### config.mk
export PLATFORM = sky130hd
export DESIGN_NAME = edge_event_detector
export DESIGN_NICKNAME = d
export VERILOG_FILES = /design/src/rtl/edge_det_pkg.sv /design/src/rtl/edge_det_chan.sv /design/src/rtl/edge_event_detector.sv
export SDC_FILE = /design/constraint.sdc
export NUM_CORES = 1
export LEC_CHECK = 0
export CAP_MARGIN = 20
export CORE_AREA = 2 2 39 41
export CTS_CLUSTER_SIZE = 10
export DETAILED_ROUTE_END_ITERATION = 10
export DIE_AREA = 0 0 41 43
export DONT_BUFFER_PORTS = 1
export PLACE_DENSITY_LB_ADDON = 0.12
export RECOVER_POWER = 50
export SLEW_MARGIN = 0
export SYNTH_ARGS = -nofsm -noshare
export SYNTH_HDL_FRONTEND = slang
export SYNTH_SLANG_ARGS = --single-unit
### constraint.sdc
create_clock -name clk -period 1.1 [get_ports clk]
set_clock_uncertainty 0.05 [all_clocks]
set_input_delay 0.11 -clock clk [delete_from_list [all_inputs] [get_ports clk]]
set_output_delay 0.11 -clock clk [all_outputs]
set_load 0.1 [all_outputs]
### src/rtl/edge_det_pkg.sv
`timescale 1ns/1ps
`default_nettype none
// ============================================================================
//  Module   : edge_det_pkg
//  Purpose  : Shared types and constants for the edge/event detector.
//             edge_mode_t is the 2-bit per-channel qualification mode:
//             00 off, 01 rise, 10 fall, 11 both.
//  Revision : 1.0  initial release
// ============================================================================
package edge_det_pkg;

    typedef logic [1:0] edge_mode_t;

    localparam edge_mode_t MODE_OFF  = 2'b00;
    localparam edge_mode_t MODE_RISE = 2'b01;
    localparam edge_mode_t MODE_FALL = 2'b10;
    localparam edge_mode_t MODE_BOTH = 2'b11;

    // True when a transition to new_level is a reportable edge under mode.
    function automatic logic edge_qualified(input edge_mode_t mode, input logic new_level);
        if (new_level) begin
            return (mode == MODE_RISE) || (mode == MODE_BOTH);
        end
        return (mode == MODE_FALL) || (mode == MODE_BOTH);
    endfunction

endpackage : edge_det_pkg
`default_nettype wire

### src/rtl/edge_det_chan.sv
`timescale 1ns/1ps
`default_nettype none
// ============================================================================
//  Module   : edge_det_chan
//  Purpose  : One detector channel: synchroniser, glitch filter, edge
//             qualification, sticky flag and optional saturating counter.
//  Ports    : clk, areset     clock / async active-high reset
//             i_d             raw asynchronous input
//             i_mode          edge_mode_t qualification mode
//             i_clr           flag/counter clear pulse
//             o_level         filtered level
//             o_pulse         one-cycle qualified-edge pulse
//             o_flag          sticky qualified-edge flag
//             o_cnt           event count (0 unless EDGE_CNT_EN)
//  Config   : EDGE_CNT_EN enables the per-channel event counter.
//  Revision : 1.0  initial release
// ============================================================================
module edge_det_chan
    import edge_det_pkg::*;
#(
    parameter int SYNC_STAGES = 2,
    parameter int FILT_LEN    = 4,
    parameter int CNT_W       = 8
) (
    input  logic             clk,
    input  logic             areset,
    input  logic             i_d,
    input  edge_mode_t       i_mode,
    input  logic             i_clr,
    output logic             o_level,
    output logic             o_pulse,
    output logic             o_flag,
    output logic [CNT_W-1:0] o_cnt
);

    localparam int               c_FC_W   = $clog2(FILT_LEN) + 1;
    localparam logic [c_FC_W-1:0] c_FC_MAX = c_FC_W'(FILT_LEN - 1);

    logic [SYNC_STAGES-1:0] r_sync;
    logic [c_FC_W-1:0]      r_fc;
    logic                   r_level;
    logic                   r_pulse;
    logic                   r_flag;

    logic w_s;
    logic w_accept;
    logic w_hit;

    assign w_s      = r_sync[SYNC_STAGES-1];
    // The new level is accepted on the edge where it has already been seen
    // FILT_LEN-1 times; pulse is registered alongside so both appear together.
    assign w_accept = (w_s != r_level) && (r_fc == c_FC_MAX);
    assign w_hit    = w_accept && edge_qualified(i_mode, w_s);

    always_ff @(posedge clk or posedge areset) begin
        if (areset) begin
            r_sync  <= '0;
            r_fc    <= '0;
            r_level <= 1'b0;
            r_pulse <= 1'b0;
            r_flag  <= 1'b0;
        end else begin
            r_sync <= {r_sync[SYNC_STAGES-2:0], i_d};
            if (w_s == r_level) begin
                r_fc <= '0;
            end else if (w_accept) begin
                r_level <= w_s;
                r_fc    <= '0;
            end else begin
                r_fc <= r_fc + 1'b1;
            end
            r_pulse <= w_hit;
            // A new edge wins over a simultaneous clear.
            r_flag  <= w_hit | (r_flag & ~i_clr);
        end
    end

`ifdef EDGE_CNT_EN
    logic [CNT_W-1:0] r_cnt;

    always_ff @(posedge clk or posedge areset) begin
        if (areset) begin
            r_cnt <= '0;
        end else if (i_clr) begin
            r_cnt <= w_hit ? CNT_W'(1) : '0;
        end else if (w_hit && (r_cnt != '1)) begin
            r_cnt <= r_cnt + 1'b1;
        end
    end

    assign o_cnt = r_cnt;
`else
    assign o_cnt = '0;
`endif

    assign o_level = r_level;
    assign o_pulse = r_pulse;
    assign o_flag  = r_flag;

endmodule : edge_det_chan
`default_nettype wire

### src/rtl/edge_event_detector.sv
`timescale 1ns/1ps
`default_nettype none
// ============================================================================
//  Module   : edge_event_detector
//  Purpose  : N-channel edge/event detector for asynchronous control inputs.
//             Channels are independent; this level only slices ports and
//             registers the aggregate interrupt.
//  Ports    : clk, areset   clock / async active-high reset
//             D             raw inputs [N]
//             mode_i        per channel [2c+1:2c] mode
//             clr_i         per-channel flag/counter clear
//             level_o       filtered levels
//             pulse_o       qualified-edge pulses
//             flag_o        sticky flags
//             irq_o         registered OR of flag_o
//             cnt_o         per-channel counts (0 unless EDGE_CNT_EN)
//  Config   : EDGE_CNT_EN enables event counters.
//  Revision : 1.0  initial release
// ============================================================================
module edge_event_detector
    import edge_det_pkg::*;
#(
    parameter int N           = 1,
    parameter int SYNC_STAGES = 2,
    parameter int FILT_LEN    = 4,
    parameter int CNT_W       = 8
) (
    input  logic               clk,
    input  logic               areset,
    input  logic [N-1:0]       D,
    input  logic [2*N-1:0]     mode_i,
    input  logic [N-1:0]       clr_i,
    output logic [N-1:0]       level_o,
    output logic [N-1:0]       pulse_o,
    output logic [N-1:0]       flag_o,
    output logic               irq_o,
    output logic [N*CNT_W-1:0] cnt_o
);

    logic r_irq;

    for (genvar c = 0; c < N; c++) begin : g_chan
        edge_det_chan #(
            .SYNC_STAGES (SYNC_STAGES),
            .FILT_LEN    (FILT_LEN),
            .CNT_W       (CNT_W)
        ) u_chan (
            .clk     (clk),
            .areset  (areset),
            .i_d     (D[c]),
            .i_mode  (edge_mode_t'(mode_i[2*c +: 2])),
            .i_clr   (clr_i[c]),
            .o_level (level_o[c]),
            .o_pulse (pulse_o[c]),
            .o_flag  (flag_o[c]),
            .o_cnt   (cnt_o[c*CNT_W +: CNT_W])
        );
    end

    always_ff @(posedge clk or posedge areset) begin
        if (areset) begin
            r_irq <= 1'b0;
        end else begin
            r_irq <= |flag_o;
        end
    end

    assign irq_o = r_irq;

endmodule : edge_event_detector
`default_nettype wire

==> results.md, run 1 <==
Logic synthesis:
- The average cell area after synthesis is 12.3 µm².
- The distinct cell type count of the synthesized netlist is 15.
- By count the netlist is led by dfrtp_1 (9), buf_4 (8), inv_1 (2), nor3b_1 (2).
- By area the synthesized netlist is led by dfrtp_1 (57%), buf_4 (15%), nor3b_1 (3.8%).
- For this run, the leading register cell type out of synthesis is dfrtp_1.
- Sequential elements use 57.1% of the synthesized area.
- The async set-reset flop share out of synthesis is 100%.
- The library cell with the largest summed area after synthesis is dfrtp_1.
- The number of enable-type register cells in the synthesized netlist is 0.
- In the synthesized netlist, the number of instances is 32.
- The Yosys step of the flow raised 0 warnings.
- By instance count, the leading cell after synthesis is dfrtp_1.
- The share of the synthesized area in the top cell type is 57.1%.
- In this run, synthesis produced a sequential element count of 9.
- The post-synthesis instance area is 394 µm².

Critical path:
- STA puts the critical path data required time at 1200 ps.
- The maximum net fanout on the critical path is 2.
- The worst register-to-register path has a setup slack of -50 ps.
- The class of the most critical setup path is reg2reg.
- STA classifies the critical path startpoint as a flop.
- Data on the critical path arrives at its endpoint at 1260 ps.
- The element type at the critical path end is a flop.
- The worst register-to-register path has a depth of 3.
- The launching point of the worst reg2reg path is g_chan[0].u_chan.r_fc[0]$_DFF_PP0_.
- The endpoint of the most critical register-to-register path is g_chan[0].u_chan.o_level$_DFFE_PP0P_.

Global route:
- The wire length of the first global-routing pass is 993 µm.
- The number of antenna violations at the first check in global routing is 0.
- The via count of the first global-routing pass is 246.
- The maximum number of pins on one net before global-route repair is 10.
- Global routing used 8.76% of the available tracks.
- The overall overflow remaining after global route is 0.

Timing:
- After layout, the worst setup slack is -54.7 ps.
- The setup TNS after final layout is -135 ps.
- In the finished design, the share of the clock period the worst path needs comes to 105%.
- For the finished layout, the period the worst path requires is 1150 ps.
- Static timing analysis puts the maximum clock frequency at 0.866 GHz.
- The count of endpoints failing hold in the final timing report is 0.
- Setup repair after global routing could not meet its margin everywhere.
- The number of slew-limit violations in the final report came to 0.
- Setup violations remaining at the end of the flow were counted as 4.

Clocking:
- The CTS tree is done.
- The count of H-tree levels built during CTS is 1.
- The worst-case clock buffer depth is 2.
- The worst-skew pair later-pin latency is 260 ps.
- The cell at the root of the clock tree is clkbuf_4.
- Counting the buffers created by CTS gives 3.
- Counting every sink on the clock net gives 9.
- The clock slew seen by the registers of the worst setup and hold paths is 70 ps.

Status:
- The run finished, with violations left.
- The final reports fail on negative setup slack.

Floorplan:
- The count of standard-cell rows is 14.
- For this configuration, the core starts out at a cell density of 28.5%.
- The full die area is 1760 µm².
- The total area inside the core boundary comes to 1380 µm².
- The die is 43 µm tall.
- The top-level port count is 18.
- The die width is 41 µm.

Pwr:
- In this run switching power makes up 42.9% of total power.
- After layout, the design draws a total of 1.56 mW.
- For this design the total switching power over the nets is 0.671 mW.
- The clock network fraction of total power is 16.4%.
- The analysis attributes to cell leakage a power of 0.298 nW.
- The cell-internal power is 0.893 mW.
- In this run, the combinational gates consume 52.4% of the power.
- IR analysis of the VDD net gives a maximum drop of 1.11 mV.
- The total power per unit cell area is 2520 nW/µm².
- The power share of the sequential group is 31.2%.

Cells and area:
- Measured on the finished design, the core utilization comes to 44.8%.
- The post-route netlist has 50.0% of its cells at a drive strength greater than 1.
- After the last flow step, the layout net total stands at 56.
- The layout overhead on the synthesized area is 57.5%.
- After filler insertion, the fill cell instance count of the layout stands at 135.
- The final antenna diode count is 0.

Placement:
- During placement, the flow inserted port buffers numbering 0.
- At the end of routability-driven placement, the weighted congestion stood at 0.731.

Route:
- The final wirelength is 607 µm.
- In the routed design, unresolved DRC markers number 0.
- The remaining antenna violation count after routing is 0.
- In this run, the number of DRC markers left after iteration 0 of detailed routing was 0.
- The first-pass iteration count of the detailed router is 1.
- The routed length per instance is 9.48 µm.
- The overall via count from detail_route is 261.
- The routed via count divided by cell count is 4.08.

Job:
- The max-capacitance violation count is 0.

Min path:
- Counting instances, the worst hold path has a depth of 3.
- The worst hold path belongs to the class in2reg.
- The startpoint of the worst hold path is mode_i[0].
- The endpoint with the worst hold slack is g_chan[0].u_chan.o_pulse$_DFF_PP0_.
per-stage QoR:
step	setup slack (ps)	hold slack, ps	std cells	cell area [µm²]
global placement	-65.0	-78.8	54	478
detailed placement	-70.9	-69.3	54	478
floorplan	-54.1	-112	39	428
global route	-91.0	98.0	64	621
finish	-54.7	75.6	64	621
CTS	-60.5	78.7	63	591
power groups by stage:
stage	registers, mW	logic [mW]	clock network (mW)
detailed placement	0.463	0.591	0
CTS	0.475	0.736	0.262
floorplan	0.665	0.256	0
global route	0.496	0.869	0.275
finish	0.488	0.820	0.257
global placement	0.460	0.590	0
cell families (layout without fill, tap and decap cells):
group                    Yosys count  in the layout  share of synthesized area, %
AO/OA/AOI/OAI                      2              2                          3.49
XOR/XNOR                           1              1                          2.22
adder cells (fa/ha/maj)            1              1                          3.17
buffers and inverters             10             19                          17.1
flip-flops                         9              9                          57.1
multiplexers                       1              1                          2.86
other                              1              8                         0.951
AND/OR/NAND/NOR                    7              7                          13.0
cell usage in the layout, fill, tap and decap left out, types with 2 or more instances in the layout:
cell type      synthesis  routed
buf_12                 0       4
buf_4                  8       5
clkbuf_4               0       3
conb_1                 1       8
dfrtp_1                9       7
dlygate4sd3_1          0       3
inv_1                  2       2
nor3b_2                0       2
routing by layer:
layer | wire [µm] | vias up | track usage, %
met5 | 0 | - | 0
li1 | - | 118 | -
met1 | 211 | 128 | 9.76
met4 | 19 | 0 | 6.00
met2 | 338 | 11 | 13.1
met3 | 38 | 4 | 3.14
how the worst max path moves through the flow:
stage / from / end / slack [ps] / cells after the start
floorplan: g_chan[0].u_chan.o_level$_DFFE_PP0P_ / g_chan[0].u_chan.o_flag$_DFF_PP0_ / -50 / 3
global placement: g_chan[0].u_chan.r_fc[0]$_DFF_PP0_ / g_chan[0].u_chan.o_flag$_DFF_PP0_ / -60 / 4
detailed placement: g_chan[0].u_chan.r_fc[0]$_DFF_PP0_ / g_chan[0].u_chan.o_flag$_DFF_PP0_ / -70 / 4
CTS: g_chan[0].u_chan.r_fc[0]$_DFF_PP0_ / g_chan[0].u_chan.o_level$_DFFE_PP0P_ / -60 / 3
global route: g_chan[0].u_chan.r_fc[0]$_DFF_PP0_ / g_chan[0].u_chan.o_level$_DFFE_PP0P_ / -90 / 3
finish: g_chan[0].u_chan.r_fc[0]$_DFF_PP0_ / g_chan[0].u_chan.o_level$_DFFE_PP0P_ / -50 / 3
critical path, stage by stage (launching register included):
cell and delay [ps]:
dfrtp_1 350, ha_2 180, nor2b_4 170, mux2_4 300
timing repair:
item | CTS | global route
resized for setup | 9 | 3
hold buffers | 3 | 0
pin swaps | 2 | 2
hold endpoints to repair | 11 | 0
setup buffers | 2 | 1
setup endpoints to repair | 6 | 7
cell type report:
cell class	instances	area (µm²)	area share (%)
Clock buffer	3	22.5	3.63
Clock inverter	1	5.00	0.806
Inverter	2	7.51	1.21
Multi-Input combinational cell	20	176	28.4
Sequential cell	9	230	37.1
Tap cell	16	20.0	3.23
Timing Repair Buffer	13	159	25.6
sequential cells by signal (all words and copies together) (netlist names):
| signal | flops |
|---|---|
| g_chan.u_chan.r_fc | 3 |
| irq_o | 1 |
| g_chan.u_chan.o_pulse | 1 |
| g_chan.u_chan.o_level | 1 |
| g_chan.u_chan.o_flag | 1 |
| g_chan.u_chan.r_sync | 2 |
Power figures use the tool's default switching activity.
==> run 2, diff against run 1 <==
REMOVE_ABC_BUFFERS = 1   (was not set)
==> results.md, run 2 (synthesized netlist as in run 1, its figures left out) <==
Status:
- The flow ran to the end, but the final reports show violations.
- The final reports fail on negative setup slack.

Pwr:
- The switching power total is 0.632 mW (-5.8%).
- The power share of the sequential group was 31.8% (+0.6 points).
- The static power due to leakage is 0.289 nW (-3.1%).
- The overall power of the completed layout was 1.45 mW (-7.3%).
- The cell-internal power came to 0.818 mW (-8.4%).
- The total power per unit cell area came to 2480 nW/µm² (-1.5%).
- The clock network fraction of total power is 17.2% (+0.8 points).
- The part of the power in combinational logic came to 51.1% (-1.3 points).
- The peak supply drop was 1.03 mV (-7.4%).
- The switching share of total power is 43.6% (+0.69 points).

Cells and area:
- The fill cell instance count of the final layout came to 139 (+3.0%).
- The layout cell share with drive strength beyond 1 was 40.4% (-9.6 points).
- The summed area of non-filler cells in the final layout was 584 µm² (-5.8%).
- The register area is 225 µm² (-2.2%).
- The flip-flop count of the largest register after layout was 3 (unchanged).
- The final net count came to 55 (-1.8%).
- The layout overhead on the synthesized area is 48.3%.
- The final cell count without fillers came to 63 (-1.6%).
- The area taken by multi-input logic gates is 163 µm² (-7.8%).
- Counting flops per register, the top entry is g_chan.u_chan.r_fc.
- The final antenna diode count is 0 (unchanged).
- The top cell types in the final layout, fill and taps aside, are dfrtp_1 (9), conb_1 (8), buf_4 (5).
- The library cell used most frequently in the layout, excluding fill and tap cells, is dfrtp_1.
- The largest registers in the layout are g_chan.u_chan.r_fc (3), g_chan.u_chan.r_sync (2).

Critical path:
- The signal on the critical path passes through ha_2 > nor2b_4 > mux2_4.
- The highest cell delay on the worst timing path is 360 ps (about the same).
- The data required time at the worst endpoint is 1190 ps (about the same).
- The critical path is of the reg2reg type.
- The critical path buffer and inverter count came to 0 (unchanged).
- The critical path arrival is 1270 ps (about the same).
- The worst setup path is captured at a flop.
- The maximum net fanout on the critical path was 3 (+1).
- The startpoint type of the worst setup path is a flop.
- The cell class contributing the biggest share of worst-path delay is flip-flops.
- The slowest stage of the critical path is the dfrtp_1 cell.

Clocking:
- The worst-skew pair later-pin latency is 260 ps (about the same).
- The clock slew seen by the registers of the worst setup and hold paths is 60 ps (about the same).
- The CTS tree is done.
- The count of H-tree levels built during CTS came to 1 (unchanged).
- The tree is rooted in a clkbuf_4.
- The worst-case clock buffer depth is 2 (unchanged).
- The total CTS buffers is 3 (unchanged).
- The total number of clock tree sinks is 9 (unchanged).

Floorplan:
- The top-level port count was 18 (unchanged).
- The count of standard-cell rows is 14 (unchanged).
- The die width is 41 µm (unchanged).
- The full die area is 1760 µm² (unchanged).
- The area of the core is 1380 µm² (unchanged).
- The effective utilization at floorplan is 28.5% (unchanged).
- The overall die height is 43 µm (unchanged).

Global route:
- After global routing, the most crowded layer is met1.
- The via count of the first global-routing pass is 239 (-2.8%).
- The wire length of the first global-routing pass is 1.00 mm (+0.70%).
- The total routing usage reported by global routing is 9.05% (+0.30 points).
- The met1 track utilization from global routing is 12.1% (+2.3 points).
- The global-route track usage on met2 is 10.9% (-2.2 points).
- The overall overflow remaining after global route came to 0 (unchanged).
- The maximum number of pins on one net before global-route repair is 10 (unchanged).
- The met3 capacity usage during global routing was 3.14% (unchanged).
- The number of antenna violations at the first check in global routing is 0 (unchanged).

Timing:
- The maximum frequency from static timing analysis is 0.851 GHz (-1.7%).
- The count of endpoints failing hold in the final timing report was 0 (unchanged).
- The final critical-path setup slack is -75.0 ps (-20.3 ps).
- The number of slew-limit violations in the final report is 0 (unchanged).
- The minimum clock period is 1170 ps (+20.3 ps).
- The share of the clock period used by the worst path is 107% (+1.8 points).
- The final count of negative-setup-slack endpoints is 6 (+2).
- The smallest hold slack is 98.4 ps (+22.8 ps).
- Setup repair after global routing could not meet its margin everywhere.

Route:
- The final wirelength is 611 µm (+0.66%).
- The first-pass iteration count of the detailed router is 2 (+1).
- The overall via count from detail_route is 246 (-5.7%).
- The routed length per instance is 9.70 µm (+2.3%).
- The number of remaining DRC errors is 0 (unchanged).
- The routed via count divided by cell count is 3.90 (-4.3%).
- The number of DRC markers in iteration 0 is 2 (+2).
- The remaining antenna violation count after routing is 0 (unchanged).

Placement:
- The number of cells after detailed placement was 53 (-1.9%).
- The number of I/O port buffers is 0 (unchanged).
- Detailed placement ended at an HPWL of 438 µm.
- The final weighted congestion in routability-driven placement was 0.748 (+2.4%).
- The total cell area at the placement stage is 463 µm² (-3.1%).
- The worst slack at placement came to -106 ps (-35.2 ps).

Min path:
- The path category of the worst min-delay check is in2reg.

Job:
- The max-capacitance violation count is 0 (unchanged).
==> run 2: layer usage <==
layer	vias to the layer above	wire length [µm]
met3	2	43
met4	0	12
met2	11	329
li1	116	-
met1	117	225
met5	-	0
==> run 2: area by class of cell <==
cell class | instances | share of cell area (%)
multi-input cells | 20 | 27.8
inverters | 2 | 1.28
well taps | 16 | 3.43
clock buffers | 4 | 4.50
flip-flops and latches | 9 | 38.5
repair buffers | 12 | 24.4
==> run 2: power groups by stage <==
stage               sequential (mW)  combinational [mW]  clock [mW]
CTS                           0.453               0.643       0.263
global placement              0.445               0.561           0
global route                  0.472               0.775       0.286
floorplan                     0.648               0.232           0
detailed placement            0.451               0.561           0
finish                        0.461               0.741       0.249
==> run 2: worst register-to-register path: stages, from the launching register on <==
cell and delay (ps):
dfrtp_1 360, ha_2 180, nor2b_4 160, mux2_4 300
==> run 2: timing repair <==
action / 4_1_cts / 5_1_grt
buffers inserted: 1 / 2
hold buffers: 3 / 0
setup endpoints to repair: 5 / 7
pin swaps: 2 / 2
hold endpoints to repair: 11 / 0
gates cloned: 0 / 0
resized for setup: 5 / 4
==> run 2: per-stage QoR <==
step / util (%) / setup TNS, ps
2_1_floorplan: - / -2300
3_3_place_gp: 33.5 / -199
3_5_place_dp: 33.5 / -300
4_1_cts: 39.4 / -210
5_1_grt: 42.2 / -629
6_report: 42.2 / -296
==> run 2: worst paths after layout <==
check | startpoint | end | slack [ps] | depth (start not counted)
hold reg to reg | g_chan[0].u_chan.r_sync[0]$_DFF_PP0_ | g_chan[0].u_chan.r_sync[1]$_DFF_PP0_ | 310 | 0
hold / removal | mode_i[0] | g_chan[0].u_chan.o_pulse$_DFF_PP0_ | 100 | 3
setup reg to reg | g_chan[0].u_chan.r_fc[0]$_DFF_PP0_ | g_chan[0].u_chan.o_level$_DFFE_PP0P_ | -70 | 3
min in group asynchronous | areset | g_chan[0].u_chan.r_fc[2]$_DFF_PP0_ | 200 | 2
setup / recovery | g_chan[0].u_chan.r_fc[0]$_DFF_PP0_ | g_chan[0].u_chan.o_level$_DFFE_PP0P_ | -70 | 3
max in group asynchronous | areset | g_chan[0].u_chan.o_level$_DFFE_PP0P_ | 560 | 2
